[src/rtl/hazard_ctrl.sv]
// Pipeline hazard/stall controller: load-use stall, multi-cycle instruction-memory writes
// for stores into the IM window, post-write IF/ID flush and a saturating stall counter.
module hazard_ctrl #(
  parameter int unsigned          ADDR_W       = 16,
  parameter int unsigned          DATA_W       = 16,
  parameter int unsigned          IDX_W        = 4,
  parameter logic [ADDR_W-1:0]    IM_BASE      = 16'h4000,
  parameter logic [ADDR_W-1:0]    IM_LIMIT     = 16'h8000,
  parameter int unsigned          IM_WR_CYCLES = 2,
  parameter int unsigned          PERF_W       = 16
) (
  input  logic              clk,
  input  logic              rst,
  input  logic              MemtoReg1,
  input  logic [IDX_W-1:0]  RegWriteIndex1,
  input  logic [IDX_W-1:0]  RegReadIndex10,
  input  logic [IDX_W-1:0]  RegReadIndex20,
  input  logic [ADDR_W-1:0] Result1,
  input  logic [DATA_W-1:0] DataIn1,
  input  logic              MemWrite1,
  output logic              Pause,
  output logic              Flush,
  output logic [ADDR_W-1:0] ImWriteAddr,
  output logic [DATA_W-1:0] ImWriteData,
  output logic              ImWrite,
  output logic [PERF_W-1:0] StallCount
);

  localparam int unsigned CntW = (IM_WR_CYCLES > 1) ? $clog2(IM_WR_CYCLES) : 1;
  localparam logic [CntW-1:0] CntReload = CntW'(IM_WR_CYCLES - 1);

  typedef enum logic [1:0] {StIdle, StWrite, StFlush} state_e;

  state_e              state_q, state_d;
  logic [CntW-1:0]     cnt_q, cnt_d;
  logic [ADDR_W-1:0]   addr_q, addr_d;
  logic [DATA_W-1:0]   data_q, data_d;
  logic                im_write_q, im_write_d;
  logic                flush_q, flush_d;
  logic [PERF_W-1:0]   stall_q, stall_d;

  logic imreq;
  logic lu;
  logic pause_raw;

  assign imreq = MemWrite1 && (Result1 >= IM_BASE) && (Result1 < IM_LIMIT);
  assign lu    = MemtoReg1 &&
                 ((RegWriteIndex1 == RegReadIndex10) || (RegWriteIndex1 == RegReadIndex20));

  always_comb begin
    state_d   = state_q;
    cnt_d     = cnt_q;
    addr_d    = addr_q;
    data_d    = data_q;
    pause_raw = 1'b0;
    case (state_q)
      StIdle, StFlush: begin
        if (imreq) begin
          pause_raw = 1'b1;
          addr_d    = Result1;
          data_d    = DataIn1;
          cnt_d     = CntReload;
          state_d   = StWrite;
        end else begin
          pause_raw = lu;
          state_d   = StIdle;
        end
      end
      StWrite: begin
        // Last write cycle lets the store retire unless a load-use stall coincides.
        if (cnt_q != '0) begin
          pause_raw = 1'b1;
          cnt_d     = cnt_q - CntW'(1);
        end else begin
          pause_raw = lu;
          state_d   = StFlush;
        end
      end
      default: state_d = StIdle;
    endcase

    Pause      = rst && pause_raw;
    im_write_d = (state_d == StWrite);
    flush_d    = (state_d == StFlush);
    stall_d    = (Pause && (stall_q != '1)) ? stall_q + PERF_W'(1) : stall_q;
  end

  always_ff @(posedge clk) begin
    if (!rst) begin
      state_q    <= StIdle;
      cnt_q      <= '0;
      addr_q     <= '0;
      data_q     <= '0;
      im_write_q <= 1'b0;
      flush_q    <= 1'b0;
      stall_q    <= '0;
    end else begin
      state_q    <= state_d;
      cnt_q      <= cnt_d;
      addr_q     <= addr_d;
      data_q     <= data_d;
      im_write_q <= im_write_d;
      flush_q    <= flush_d;
      stall_q    <= stall_d;
    end
  end

  assign Flush       = rst && flush_q;
  assign ImWrite     = im_write_q;
  assign ImWriteAddr = addr_q;
  assign ImWriteData = data_q;
  assign StallCount  = stall_q;

endmodule

[config.mk]
export PLATFORM = sky130hd
export DESIGN_NAME = hazard_ctrl
export DESIGN_NICKNAME = d
export VERILOG_FILES = /design/src/rtl/hazard_ctrl.sv
export SDC_FILE = /design/constraint.sdc
export NUM_CORES = 1
export LEC_CHECK = 0
export BUFFER_PORTS_ARGS = -buffer_cell sky130_fd_sc_hd__clkbuf_2
export CORE_ASPECT_RATIO = 1.5
export CORE_MARGIN = 2
export CORE_UTILIZATION = 30
export CTS_CLUSTER_DIAMETER = 200
export DETAILED_ROUTE_END_ITERATION = 10
export GPL_ROUTABILITY_DRIVEN = 0
export HOLD_SLACK_MARGIN = 0.05
export SETUP_SLACK_MARGIN = 0.2
export SYNTH_ARGS = -nofsm -noshare
export SYNTH_HDL_FRONTEND = slang
export SYNTH_SLANG_ARGS = --single-unit
export TNS_END_PERCENT = 30
[constraint.sdc]
create_clock -name clk -period 2.5 [get_ports clk]
set_input_delay 0.5 -clock clk [delete_from_list [all_inputs] [get_ports clk]]
set_output_delay 0.5 -clock clk [all_outputs]
set_load 0.03 [all_outputs]
# After elaboration in Yosys (flattened, before gate mapping)

Index checks and enable logic that the tools add are counted.

Logic and storage cells: 40
Register bits: 53

Add/subtract/negate cells: 2
Reductions and logical operators: 12
$lt $le $gt $ge: 2
Mux-type cells: 9
Equal/unequal tests: 8

Operators with widths:

| kind                  | number |
|---|---|
| $add 16x1->16 const B | 1 |
| $ge 16x15->1 const B  | 1 |
| $lt 16x16->1 const B  | 1 |
| $ne 16x16->1 const B  | 1 |
| $eq 4x4->1            | 2 |
| $logic_and 1x1->1     | 6 |
| $mux 1                | 5 |
| $eq 2x1->1 const B    | 2 |
| $eq 2x2->1 const B    | 2 |
| $pmux 1 s2            | 2 |
| $pmux 2 s2            | 1 |
| $reduce_and 2->1      | 2 |
| $logic_not 2->1       | 1 |
| $mux 2                | 1 |
| $ne 2x2->1 const B    | 1 |
| $reduce_bool 2->1     | 1 |
| $reduce_or 2->1       | 1 |
| $logic_or 1x1->1      | 1 |
| $sub 1x1->1 const B   | 1 |

# Depth between registers and ports, before layout

Depth after elaboration: 7
Depth in mapped cells: 7

# Worst setup path before layout

Ideal clock, no wire load.

Kind: register to register
Start: reg stall_q[0] (netlist: StallCount[0])
End: reg stall_q[7] (netlist: StallCount[7])
Arrival: 1.950 ns
Setup slack: 0.435 ns
Path buffers: 0
Cell stages (with the launch flop): 7
Period minus slack after synthesis: 2.065 ns
Setup time: 0.115 ns
Required time: 2.385 ns
Cells stage by stage: dfxtp_1 -> ha_1 -> nand4_4 -> o32ai_4 -> nor3_4 -> xor2_1 -> and2_1

Word-level cells in the longest chain between the ends: 2

Ends and longest elaborated chain:

| what                                                  | RTL line | RTL |
|---|---|---|
| start: declaration                                    | 40       | `logic [PERF_W-1:0] stall_q, stall_d;` |
| start signal: assignment                              | 104      | `stall_q <= stall_d;` |
| branches (longest 2 deep; another with $add 16x1->16) | --       |  |

Parallel ways; which one is timed is not known.
A chain may end at the register's enable or synchronous reset.

# Final worst setup path

Start: in RegWriteIndex1[2]
End: out Pause

Word-level cells in the longest chain between the ends: 6

Ends and longest elaborated chain:

| what                             | RTL line | RTL |
|---|---|---|
| start: declaration               | 15       | `input logic [IDX_W-1:0] RegWriteIndex1,` |
| $eq 4x4->1                       | 48       | `((RegWriteIndex1 == RegReadIndex10) \|\| (RegWriteIndex1 == RegReadIndex20));` |
| $logic_or 1x1->1 (*)             | 48       |  |
| $logic_and 1x1->1 (*)            | 47       | `assign lu = MemtoReg1 &&` |
| $mux 1, on equally long branches | 71, 58   |  |
| $pmux 1 s2 (*)                   | 56       | `case (state_q)` |
| $logic_and 1x1->1 (*)            | 82       | `Pause = rst && pause_raw;` |
| end: declaration                 | 21       | `output logic Pause,` |

Every way passes the cells marked *; elsewhere a longest branch is shown, timed or not.

==> qor.txt <==
Share of power burned in registers: 46.9%
Remaining routing DRC violations: 0
Pre-Repair DR Iteration Count: 4
Largest net degree at the start of global routing: 34
Gr ovfl total: 0
Fin nets: 401
Worst slack at placement: 311 ps
Tightest Pin Transition: 601 ps
Main synth FF type: dfxtp_1
Min Clock Period, post-route: 2180 ps
RSZ-0062 raised after global routing: false
Vias in the first global route: 2073
Worst Path Required: 2000 ps
Clock sink count: 53
Dominant cells by area after synthesis: dfxtp_1 45%, nand2_1 12%, a21boi_1 10%
Post-DRT Antenna Nets: 0
Final Hold Vio Count: 0
Switching portion of total power: 24.1%
Total wire length: 5450 um
Dpl cell area: 2960 um2
Crit start category: input port
Outcome: finished clean
Post-CTS setup buffer count: 0
CTS tree: built
Relative slew slack: 59.8%
DR iter-0 viols: 68
Synth cell types: 34
CP max stage delay: 410 ps
H-tree depth: 2
Synth Net Count: 305
Synth warn: 0
Gr usage total: 13.6%
Most common cell on crit path: clkbuf_2
Comb pwr share: 10.9%
Final Util: 41.1%
Clk_lat worst skew: 290 ps
Design area: 3130 um2
Root Buffer: clkbuf_16
Placed insts: 447
Synth cell count leaders: 75 x nand2_1, 53 x dfxtp_1, 32 x a21boi_1, 15 x xor2_1, 12 x clkbuf_1
Cell taking the most area after synthesis: dfxtp_1
Chip Height: 112 um
Die area: 8540 um2
Clk buf depth: 2
Clk network pwr share: 42.2%
Fillcell total: 806
Final WS setup: 325 ps
Post_cts resized: 0
Crit Path Category: in2out
Worst path slowest cell: nor4_2
Finish-stage setup viols: 0
Syn Inst Count: 256
IO Pins: 99
WP data arrival: 1680 ps
Seq cells post-synth: 53
Max-Cap Viols: 0
DIE WIDTH: 76.1 um
CTS Buf Count: 5
Crit-path max FO: 3
Crit share post-route: 87.0%
Crit path launch: RegWriteIndex1[2]
Antenna diode count: 0
Detailed-route via count: 2074
Vias/cell: 4.56
Worst setup EP type: output pin
Clock Skews: 3.87 ps
Routed wire per std cell: 12.0 um
Final Max Tran Viols: 0
Critical path, cell by cell: clkbuf_2 > xor2_1 > nor4_2 > o21ai_1 > nand2b_1 > clkbuf_2
Hold_buf cts: 0
Maximum vdd drop: 0.288 mV
Int Pwr: 1.42 mW
Starting Density: 30.7%
Worst min path class: in2reg
P_sw: 0.449 mW
PwrDens: 597 nW/um2
Core area: 7610 um2
Asr flop ratio synth: 0%
Number of flops mapped to enable cells by yosys: 0
Share of cells above drive strength 1: 35.7%
Port-buffer cells: 98
Final TNS setup: 0 ps
Synthesized area: 2340 um2
Initial antenna violation count: 0
Top-count cell post-synth: nand2_1
Syn avg cell area: 9.14 um2
First-pass GRT wire length: 9520 um
Max Fclk: 0.460 GHz
Num rows: 39
Seq/Total Area, Yosys: 45.3%
Worst R2R Start: StallCount[0]
HPWL Detailed: 4070 um
Clock Pin Slew Worst Setup and Hold Paths: 70 ps
Worst Hold Launch: DataIn1[13]
Top cell type's share of synthesized area: 45.3%
Layout area overhead: 33.7%
Leakage dissipation: 1.44 nW
Non-filler cells, final: 455
==> flip-flops by register name (all words and copies together) (netlist names) <==
| name | count |
|---|---|
| ImWrite | 1 |
| cnt_q | 1 |
| ImWriteAddr | 16 |
| state_q | 2 |
| flush_q | 1 |
| ImWriteData | 16 |
| StallCount | 16 |
==> power groups by stage <==
| stage | Sequential [mW] | Clock, mW | Combinational (mW) |
|---|---|---|---|
| floorplan | 0.929 | 0 | 0.0889 |
| global placement | 0.894 | 0 | 0.203 |
| detailed placement | 0.895 | 0 | 0.207 |
| CTS | 0.875 | 0.823 | 0.207 |
| global route | 0.877 | 0.847 | 0.224 |
| finish | 0.875 | 0.789 | 0.203 |
==> cells in the final DEF, fill, tap and decap left out, types with 2 or more instances in the layout <==
master and n:
nor4_2 3, clkbuf_2 98, and2_1 9, xor2_1 15, a21boi_1 32, nor3_2 2, nor4b_1 2, nand2_1 75
nand2b_1 6, buf_4 4, clkbuf_16 5, dfxtp_1 53, mux2i_1 7, o21ai_1 2, and3_1 5, a21oi_1 2
nor3_4 2, nor2_1 2, nand3_1 9, nor4b_2 2
==> worst max-delay path: cells and delay by family <==
kind	cells	cell delay, ps
and+or+nand+nor	2	550
buffers and inverters	2	330
xor gates and xnor gates	1	170
AOI/OAI and AO/OA	1	120
==> final timing paths <==
kind	depth (start not counted)	slack, ps	endpoint
min	3	420	ImWriteData[13]
max	6	320	Pause
min reg2reg	2	450	ImWriteAddr[11]
max reg2reg	6	480	StallCount[7]
==> cells by family (layout without fill, tap and decap cells) <==
logic type	count (synthesis)	in the layout	share of synthesized area [%]
AOI/OAI and AO/OA	42	42	14.3
and+or+nand+nor	124	124	28.9
muxes	7	7	2.99
DFF	53	53	45.3
xor gates and xnor gates	15	15	5.62
adders and majority gates	1	1	0.535
buffers and inverters	14	111	2.30
==> per-stage QoR <==
| stage | power, mW | hold WS [ps] |
|---|---|---|
| after floorplan | 1.02 | 438 |
| after global placement | 1.10 | 439 |
| after detailed placement | 1.10 | 446 |
| after CTS | 1.91 | 412 |
| after global routing | 1.95 | 417 |
| final | 1.87 | 419 |
==> cell type report <==
cell class	instances	area [um2]	share of cell area (%)
well taps	102	128	4.08
clock buffers	5	125	4.00
inverters	1	3.75	0.120
clock inverters	3	46.3	1.48
flip-flops and latches	53	1060	33.9
repair buffers	102	520	16.6
multi-input cells	189	1240	39.8
==> per-layer routing <==
metal / vias up / part of all wire (%) / global-route usage (%)
met4: 0 / 1.9 / 4.73
li1: 1044 / - / -
met2: 67 / 49 / 24.0
met3: 7 / 6.5 / 4.10
met1: 956 / 43 / 15.6
met5: - / 0 / 0
No activity file was read; power rests on OpenSTA's default activity.
